**src/rtl/equiv_sweep_if.sv**
```systemverilog
// Handshake and result bundle between the equivalence sweep controller and
// its surroundings (lab top level plus the two combinational circuits).
interface equiv_sweep_if #(
  parameter int N_IN = 4
);
  localparam int NV = 1 << N_IN;

  logic              start;
  logic              abort;
  logic              out_ref;
  logic              out_dut;
  logic [N_IN-1:0]   vec;
  logic              busy;
  logic              done;
  logic              result_valid;
  logic              pass;
  logic [N_IN:0]     mismatch_count;
  logic [N_IN-1:0]   first_fail;
  logic              first_fail_valid;
  logic [NV-1:0]     table_ref;
  logic [NV-1:0]     table_dut;

  // Controller side: drives the vector bus and all results.
  modport master (
    input  start, abort, out_ref, out_dut,
    output vec, busy, done, result_valid, pass, mismatch_count,
           first_fail, first_fail_valid, table_ref, table_dut
  );

  // Environment side: issues commands, returns circuit outputs, reads results.
  modport slave (
    output start, abort, out_ref, out_dut,
    input  vec, busy, done, result_valid, pass, mismatch_count,
           first_fail, first_fail_valid, table_ref, table_dut
  );
endinterface

```
**src/rtl/equiv_sweep_ctrl.sv**
```systemverilog
// Exhaustive equivalence sweep of two N_IN-input combinational circuits.
// Vectors are applied in ascending order, each held SETTLE+1 cycles, and both
// outputs are captured into truth tables while mismatches are counted.
module equiv_sweep_ctrl #(
  parameter int N_IN   = 4,
  parameter int SETTLE = 1
) (
  input  logic          clk,
  input  logic          reset,
  equiv_sweep_if.master sweep
);
  localparam int              NV         = 1 << N_IN;
  localparam logic [N_IN-1:0] LAST_VEC   = '1;
  localparam logic [3:0]      SETTLE_CNT = 4'(SETTLE);

  typedef enum logic [1:0] {
    S_IDLE,
    S_SETTLE,
    S_SAMPLE,
    S_DONE
  } state_t;

  // With no settle time a new vector is sampled on its very first cycle.
  localparam state_t ENTRY_STATE = (SETTLE == 0) ? S_SAMPLE : S_SETTLE;

  state_t          r_state;
  logic [3:0]      r_settle;
  logic [N_IN-1:0] r_vec;
  logic            r_busy;
  logic            r_done;
  logic            r_result_valid;
  logic            r_pass;
  logic [N_IN:0]   r_mis_cnt;
  logic [N_IN-1:0] r_first_fail;
  logic            r_first_fail_valid;
  logic [NV-1:0]   r_table_ref;
  logic [NV-1:0]   r_table_dut;

  logic            w_mis;
  logic [N_IN:0]   w_mis_cnt_next;

  assign w_mis          = sweep.out_ref ^ sweep.out_dut;
  assign w_mis_cnt_next = r_mis_cnt + {{N_IN{1'b0}}, w_mis};

  // Sweep sequencer: state, vector bus, truth tables and result registers.
  always_ff @(posedge clk) begin
    if (reset) begin
      r_state            <= S_IDLE;
      r_settle           <= '0;
      r_vec              <= '0;
      r_busy             <= 1'b0;
      r_done             <= 1'b0;
      r_result_valid     <= 1'b0;
      r_pass             <= 1'b0;
      r_mis_cnt          <= '0;
      r_first_fail       <= '0;
      r_first_fail_valid <= 1'b0;
      r_table_ref        <= '0;
      r_table_dut        <= '0;
    end else if (r_state != S_IDLE && sweep.abort) begin
      // Abandon the sweep; partial tables and count stay visible but invalid,
      // and the sample of this cycle is dropped.
      r_state        <= S_IDLE;
      r_vec          <= '0;
      r_busy         <= 1'b0;
      r_done         <= 1'b0;
      r_result_valid <= 1'b0;
      r_pass         <= 1'b0;
    end else begin
      case (r_state)
        S_IDLE: begin
          if (sweep.start && !sweep.abort) begin
            r_state            <= ENTRY_STATE;
            r_settle           <= SETTLE_CNT;
            r_vec              <= '0;
            r_busy             <= 1'b1;
            r_result_valid     <= 1'b0;
            r_pass             <= 1'b0;
            r_mis_cnt          <= '0;
            r_first_fail       <= '0;
            r_first_fail_valid <= 1'b0;
            r_table_ref        <= '0;
            r_table_dut        <= '0;
          end
        end
        S_SETTLE: begin
          r_settle <= r_settle - 4'd1;
          if (r_settle <= 4'd1) begin
            r_state <= S_SAMPLE;
          end
        end
        S_SAMPLE: begin
          r_table_ref[r_vec] <= sweep.out_ref;
          r_table_dut[r_vec] <= sweep.out_dut;
          r_mis_cnt          <= w_mis_cnt_next;
          // Ascending order makes the first recorded mismatch the lowest one.
          if (w_mis && !r_first_fail_valid) begin
            r_first_fail       <= r_vec;
            r_first_fail_valid <= 1'b1;
          end
          if (r_vec == LAST_VEC) begin
            r_state        <= S_DONE;
            r_busy         <= 1'b0;
            r_done         <= 1'b1;
            r_result_valid <= 1'b1;
            r_pass         <= (w_mis_cnt_next == '0);
          end else begin
            r_state  <= ENTRY_STATE;
            r_settle <= SETTLE_CNT;
            r_vec    <= r_vec + 1'b1;
          end
        end
        S_DONE: begin
          r_state <= S_IDLE;
          r_done  <= 1'b0;
          r_vec   <= '0;
        end
        default: begin
          r_state <= S_IDLE;
        end
      endcase
    end
  end

  assign sweep.vec              = r_vec;
  assign sweep.busy             = r_busy;
  assign sweep.done             = r_done;
  assign sweep.result_valid     = r_result_valid;
  assign sweep.pass             = r_pass;
  assign sweep.mismatch_count   = r_mis_cnt;
  assign sweep.first_fail       = r_first_fail;
  assign sweep.first_fail_valid = r_first_fail_valid;
  assign sweep.table_ref        = r_table_ref;
  assign sweep.table_dut        = r_table_dut;
endmodule

```
**src/flat_wrapper.sv**
```systemverilog
// flat-port wrapper written by rule: the top's interface ports become plain ports
module equiv_sweep_ctrl_flat 
#(
  parameter int N_IN   = 4,
  parameter int SETTLE = 1
)
  (clk, reset, sweep_start, sweep_abort, sweep_out_ref, sweep_out_dut, sweep_vec, sweep_busy, sweep_done, sweep_result_valid, sweep_pass, sweep_mismatch_count, sweep_first_fail, sweep_first_fail_valid, sweep_table_ref, sweep_table_dut);
  equiv_sweep_if #(.N_IN(N_IN)) sweep_i ();
  input  logic clk;
  input  logic reset;
  input wire logic [$bits(sweep_i.start)-1:0] sweep_start;
  input wire logic [$bits(sweep_i.abort)-1:0] sweep_abort;
  input wire logic [$bits(sweep_i.out_ref)-1:0] sweep_out_ref;
  input wire logic [$bits(sweep_i.out_dut)-1:0] sweep_out_dut;
  output wire logic [$bits(sweep_i.vec)-1:0] sweep_vec;
  output wire logic [$bits(sweep_i.busy)-1:0] sweep_busy;
  output wire logic [$bits(sweep_i.done)-1:0] sweep_done;
  output wire logic [$bits(sweep_i.result_valid)-1:0] sweep_result_valid;
  output wire logic [$bits(sweep_i.pass)-1:0] sweep_pass;
  output wire logic [$bits(sweep_i.mismatch_count)-1:0] sweep_mismatch_count;
  output wire logic [$bits(sweep_i.first_fail)-1:0] sweep_first_fail;
  output wire logic [$bits(sweep_i.first_fail_valid)-1:0] sweep_first_fail_valid;
  output wire logic [$bits(sweep_i.table_ref)-1:0] sweep_table_ref;
  output wire logic [$bits(sweep_i.table_dut)-1:0] sweep_table_dut;
  assign sweep_i.start = sweep_start;
  assign sweep_i.abort = sweep_abort;
  assign sweep_i.out_ref = sweep_out_ref;
  assign sweep_i.out_dut = sweep_out_dut;
  assign sweep_vec = sweep_i.vec;
  assign sweep_busy = sweep_i.busy;
  assign sweep_done = sweep_i.done;
  assign sweep_result_valid = sweep_i.result_valid;
  assign sweep_pass = sweep_i.pass;
  assign sweep_mismatch_count = sweep_i.mismatch_count;
  assign sweep_first_fail = sweep_i.first_fail;
  assign sweep_first_fail_valid = sweep_i.first_fail_valid;
  assign sweep_table_ref = sweep_i.table_ref;
  assign sweep_table_dut = sweep_i.table_dut;
  equiv_sweep_ctrl #(.N_IN(N_IN), .SETTLE(SETTLE)) u_core (.clk(clk), .reset(reset), .sweep(sweep_i));
endmodule
```
**config.mk**
```make
export PLATFORM = sky130hd
export DESIGN_NAME = equiv_sweep_ctrl_flat
export DESIGN_NICKNAME = d
export VERILOG_FILES = /design/src/rtl/equiv_sweep_if.sv /design/src/rtl/equiv_sweep_ctrl.sv /design/src/flat_wrapper.sv
export SDC_FILE = /design/constraint.sdc
export NUM_CORES = 1
export LEC_CHECK = 0
export CAP_MARGIN = 0
export CORE_MARGIN = 3
export CORE_UTILIZATION = 30
export DETAILED_ROUTE_END_ITERATION = 6
export GPL_TIMING_DRIVEN = 0
export PLACE_DENSITY_LB_ADDON = 0.2
export SKIP_CTS_REPAIR_TIMING = 1
export SYNTH_ARGS = -nofsm -noshare
export SYNTH_HDL_FRONTEND = slang
export SYNTH_SLANG_ARGS = --single-unit
```
**constraint.sdc**
```tcl
create_clock -name clk -period 1.9 [get_ports clk]
set_input_delay 0.38 -clock clk [delete_from_list [all_inputs] [get_ports clk]]
set_output_delay 0.38 -clock clk [all_outputs]
set_load 0.005 [all_outputs]
```
### Word-level counts from Yosys, hierarchy flattened

Index checks and enable logic that the tools add are counted.

* bits in registers: 56
* latch bits: 0
* bits in writable memories: 0
* ROM bits: 0
* bits of input ports: 6
* output and inout port bits: 50
* word-level logic and storage cells: 82
* memories kept: 0

* add/sub/neg operators: 3
* $mul: 0
* divide/modulo/power cells: 0
* magnitude comparators: 3
* equal/unequal tests: 9
* shift-type cells: 0
* muxes and demuxes: 32
* bitwise logic cells: 2
* reductions and logical operators: 21

Operator list (number)
* $pmux W16 S2: 2
* $bwmux W16: 2
* $pmux W4 S3: 2
* $mux W4: 5
* $mux W16: 1
* $pmux W1 S2: 5
* $pmux W5 S2: 1
* $reduce_and A3 Y1: 3
* $ne A2 B1 Y1 const B: 4
* $pmux W2 S4: 1
* $pmux W4 S2: 1
* $reduce_and A4 Y1: 2
* $mux W1: 7
* $mux W2: 3
* $reduce_bool A2 Y1: 3
* $reduce_bool A3 Y1: 2
* $add A5 B1 Y5: 1
* $logic_not A5 Y1: 1
* $lt A4 B5 Y1 const B: 1
* $mux W5: 1
* $add A4 B1 Y4 const B: 1
* $demux W1 S4: 1
* $eq A2 B2 Y1 const B: 2
* $eq A4 B4 Y1 const B: 1
* other kinds (12): 17

### Logic depth before layout (Yosys ltp)

* word-level depth: 6
* mapped depth: 8

### Worst setup path after synthesis

No wires, ideal clock.

* path kind: register to register
* from: register u_core.r_state[0]
* to: register u_core.r_settle[0]
* library setup time: 0.079 ns
* arrival time: 1.708 ns
* data required time: 1.821 ns
* slack: 0.113 ns
* cell stages (with the launch flop): 7
* path buffers: 0
* clock period less this slack: 1.787 ns
* path through: dfxtp_1 inv_1 ha_1 nor2b_4 or4_4 and2_4 a211oi_2

* longest elaborated chain between the ends: 4
* elaborated cells on any way between the ends: 11

Ends and longest elaborated chain
* start, declared: line equiv_sweep_ctrl.sv:26 `state_t r_state;`
* start signal, assigned: line equiv_sweep_ctrl.sv:48 `r_state <= S_IDLE;`
* start signal, assigned: line equiv_sweep_ctrl.sv:63 `r_state <= S_IDLE;`
* start signal, assigned: line equiv_sweep_ctrl.sv:73 `r_state <= ENTRY_STATE;`
* branches (longest 4 deep; another with $reduce_and A4 Y1)
* end signal, assigned: line equiv_sweep_ctrl.sv:87 `r_settle <= r_settle - 4'd1;`
* end, declared: line equiv_sweep_ctrl.sv:27 `logic [3:0] r_settle;`

Several ways; the timed one is not identified.
A chain may end at the register's enable or synchronous reset.

### Worst setup path after layout

Same ends and word-level chain as after synthesis.

==> impl_metrics.env <==
export IMPL_seqPwrFrac_pct=44.8
export IMPL_holdPathEnd="u_core.sweep.table_dut[2]$_SDFFE_PP0P_"
export IMPL_powerDensity_mw_per_mm2=810.5
export IMPL_endpoint_kind="flop"
export IMPL_cp_max_fo=6
export IMPL_die_area_mm2=0.01007
export IMPL_synth_cells=289
export IMPL_grt_pass1_vias=2356
export IMPL_power_frac_comb_pct=31.9
export IMPL_io_buffer_count=54
export IMPL_dp_slack_ns=-0.7170
export IMPL_dp_cells=448
export IMPL_totalWireLength_um=7439
export IMPL_layout_drive_gt1_share_pct=13.96
export IMPL_p_sw_share_pct=35.06
export IMPL_nNetsFinal=368
export IMPL_postLayoutCoreUtil_pct=41.76
export IMPL_overflow=0
export IMPL_cts_made_buffers=5
export IMPL_yosysMostFrequentCell="dfxtp_1"
export IMPL_synth_edf_count=0
export IMPL_synth_top_flop_cell="dfxtp_1"
export IMPL_hp_class="flop to flop"
export IMPL_critPathTopFamily="simple AND/OR/NAND/NOR gates"
export IMPL_r2r_end="u_core.r_settle[0]$_SDFFE_PP0P_"
export IMPL_diodes=0
export IMPL_cp_cell_sequence="inv_1 > ha_2 > and4_4 > or4_4 > and2_4 > a211oi_2"
export IMPL_syn2layout_area_growth_pct=31.72
export IMPL_rsz0062_at_grt="yes"
export IMPL_holdWs_ns=0.4783
export IMPL_ys_seq_area_share_pct=41.99
export IMPL_grt_total_usage_pct=15.05
export IMPL_vdd_ir_drop_max_mv=0.3936
export IMPL_hold_viol=0
export IMPL_dr_pass1_iters=6
export IMPL_wl_per_cell_um=16.31
export IMPL_r2r_setup_slack_ns=0.05
export IMPL_start_kind="flop"
export IMPL_worstHoldStart="u_core.sweep.table_dut[2]$_SDFFE_PP0P_"
export IMPL_synth_area_mm2=0.002670
export IMPL_coreArea_mm2=0.008423
export IMPL_synth_top_area_share_pct=41.99
export IMPL_slew_viol_final=0
export IMPL_clock_sinks=56
export IMPL_synth_warning_count=0
export IMPL_multi_input_area_mm2=0.001468
export IMPL_synth_seq_cells=56
export IMPL_clockRootBuffer="clkbuf_8"
export IMPL_p_int_mw=1.851
export IMPL_power_mw=2.851
export IMPL_slew_headroom_pct=54.00
export IMPL_grt_pass1_wl_um=12170
export IMPL_synthTopCellsByCount="dfxtp_1 (56), a21oi_1 (31), a22o_1 (30)"
export IMPL_cts_tree="built"
export IMPL_cap_viol_max_count=0
export IMPL_critical_path_arrival_ns=2.09
export IMPL_r2r_start="u_core.r_state[0]$_SDFFE_PP0P_"
export IMPL_first_iter_violations=136
export IMPL_grt_max_degree=18
export IMPL_insertion_delay_ns=0.31
export IMPL_die_w_um=100.3
export IMPL_fillers=869
export IMPL_power_switching_uw=999.5
export IMPL_grt_antenna_before_repair=0
export IMPL_worstSetupPathType="flop to flop"
export IMPL_pwr_share_clk_pct=23.3
export IMPL_max_freq_mhz=541.3
export IMPL_avgSynthCellArea_um2=9.239
export IMPL_num_rows=33
export IMPL_io_pins=56
export IMPL_htree_levels=2
export IMPL_yosysTopAreaCell="dfxtp_1"
export IMPL_synth_fp_nets=307
export IMPL_fin_ws_ns=0.05251
export IMPL_die_y_um=100.3
export IMPL_critPathBufInv=1
export IMPL_vias_per_cell=5.329
export IMPL_yosysUniqueCellTypes=53
export IMPL_gp_congestion=0.8116
export IMPL_required_ns=2.14
export IMPL_status="finished clean"
export IMPL_clock_skew_ns=0.007634
export IMPL_finalCritPeriodShare_pct=97.24
export IMPL_ff_latch_area_mm2=0.001126
export IMPL_clk_pin_slew_ns=0.10
export IMPL_slowest_stage="or4_4"
export IMPL_worst_pin_slew_ns=0.6874
export IMPL_ff2ff_path_depth=6
export IMPL_period_needed_ns=1.847
export IMPL_instances_no_fill=456
export IMPL_drc_errors=0
export IMPL_cpPeakStageDelay_ns=0.52
export IMPL_hold_path_depth=1
export IMPL_initial_core_util_pct=31.70
export IMPL_num_vias=2430
export IMPL_p_leak_nw=1.277
export IMPL_drtAntennaViolNets=0
export IMPL_finalSetupViolations=0
export IMPL_clockBufferDepth=2
export IMPL_synth_area_top_cells="dfxtp_1 (42%), a22o_1 (9.8%), a21oi_1 (5.8%), ha_1 (5.6%), o21ai_0 (3.7%)"
export IMPL_hpwl_um=5452
export IMPL_async_flop_share_pct=0
registers in the layout, summed over array words and instances (netlist names):
register,flops
u_core.r_settle,4
u_core.r_state,2
u_core.sweep.busy,1
u_core.sweep.done,1
u_core.sweep.first_fail,4
u_core.sweep.first_fail_valid,1
u_core.sweep.mismatch_count,5
u_core.sweep.pass,1
u_core.sweep.result_valid,1
u_core.sweep.table_dut,16
u_core.sweep.table_ref,16
u_core.sweep.vec,4
cell usage in the layout (no fill, tap or decap), types with 3 or more instances in the layout:
master	n
nand2_1	12
ha_1	9
nor2b_1	3
nand4_1	4
o21ai_1	3
ha_2	3
nand2b_1	5
a22o_1	30
nand3_1	10
and3_1	8
clkbuf_2	5
nor3_1	4
dfxtp_1	52
a21oi_1	29
dfxtp_2	4
nor4_1	4
nor2_1	7
a31oi_1	4
buf_2	4
inv_1	13
a32o_1	6
clkbuf_4	4
clkbuf_8	5
o21ai_0	20
clkdlybuf4s50_1	52
stage by stage:
step           area [µm²]  TNS (ns)
2_1_floorplan        2670         0
3_3_place_gp         3342    -11.72
3_5_place_dp         3342    -13.63
4_1_cts              3431    -4.728
5_1_grt              3517   -0.1781
6_report             3517         0
kinds of logic after synthesis:
logic type	share of synthesized area, %
fa+ha+maj	5.623
mux	0.3749
buf+inv	4.826
flops	41.99
simple gates	18.46
compound gates	28.07
xor+xnor	0.6562
layer usage:
| layer | global-route usage (%) | part of all wire (%) | vias to the layer above |
|---|---|---|---|
| met5 | 0 | 0 | - |
| met4 | 4.560 | 1.2 | 0 |
| met3 | 2.293 | 3.8 | 7 |
| met2 | 23.50 | 45 | 54 |
| met1 | 21.34 | 50 | 1165 |
| li1 | - | - | 1204 |
worst register-to-register path, delay by kind of cell, from the launching register on:
family	cells	cell delay (ns)
compound gates	1	0.17
simple gates	3	0.93
fa+ha+maj	1	0.24
flops	1	0.38
buf+inv	1	0.07
layout make-up:
class / count / share of cell area [%]
flip-flops and latches: 56 / 32.02
multi-input cells: 202 / 41.73
clock inverters: 2 / 0.4625
repair buffers: 56 / 16.04
well taps: 105 / 3.735
plain buffers: 16 / 2.561
clock buffers: 6 / 2.063
inverters: 13 / 1.387
power by group through the flow:
stage | combinational (mW) | clock, mW | sequential (mW)
after floorplan | 0.628 | 0 | 1.29
after global placement | 0.834 | 0 | 1.30
after detailed placement | 0.840 | 0 | 1.30
after CTS | 0.847 | 0.686 | 1.27
after global routing | 1.01 | 0.724 | 1.28
final | 0.911 | 0.663 | 1.28
worst max-delay path by stage:
stage,depth (start not counted),slack [ns],startpoint,end
floorplan,6,0.11,u_core.r_state[0]$_SDFFE_PP0P_,u_core.r_settle[0]$_SDFFE_PP0P_
global placement,9,-0.68,sweep_out_dut,u_core.sweep.pass$_SDFFE_PP0P_
detailed placement,9,-0.72,sweep_out_dut,u_core.sweep.pass$_SDFFE_PP0P_
CTS,9,-0.39,sweep_out_dut,u_core.sweep.pass$_SDFFE_PP0P_
global route,7,-0.04,u_core.r_state[0]$_SDFFE_PP0P_,u_core.sweep.first_fail[0]$_SDFFE_PP0P_
finish,6,0.05,u_core.r_state[0]$_SDFFE_PP0P_,u_core.r_settle[0]$_SDFFE_PP0P_
Note: power is estimated with default switching activity, not from simulation.
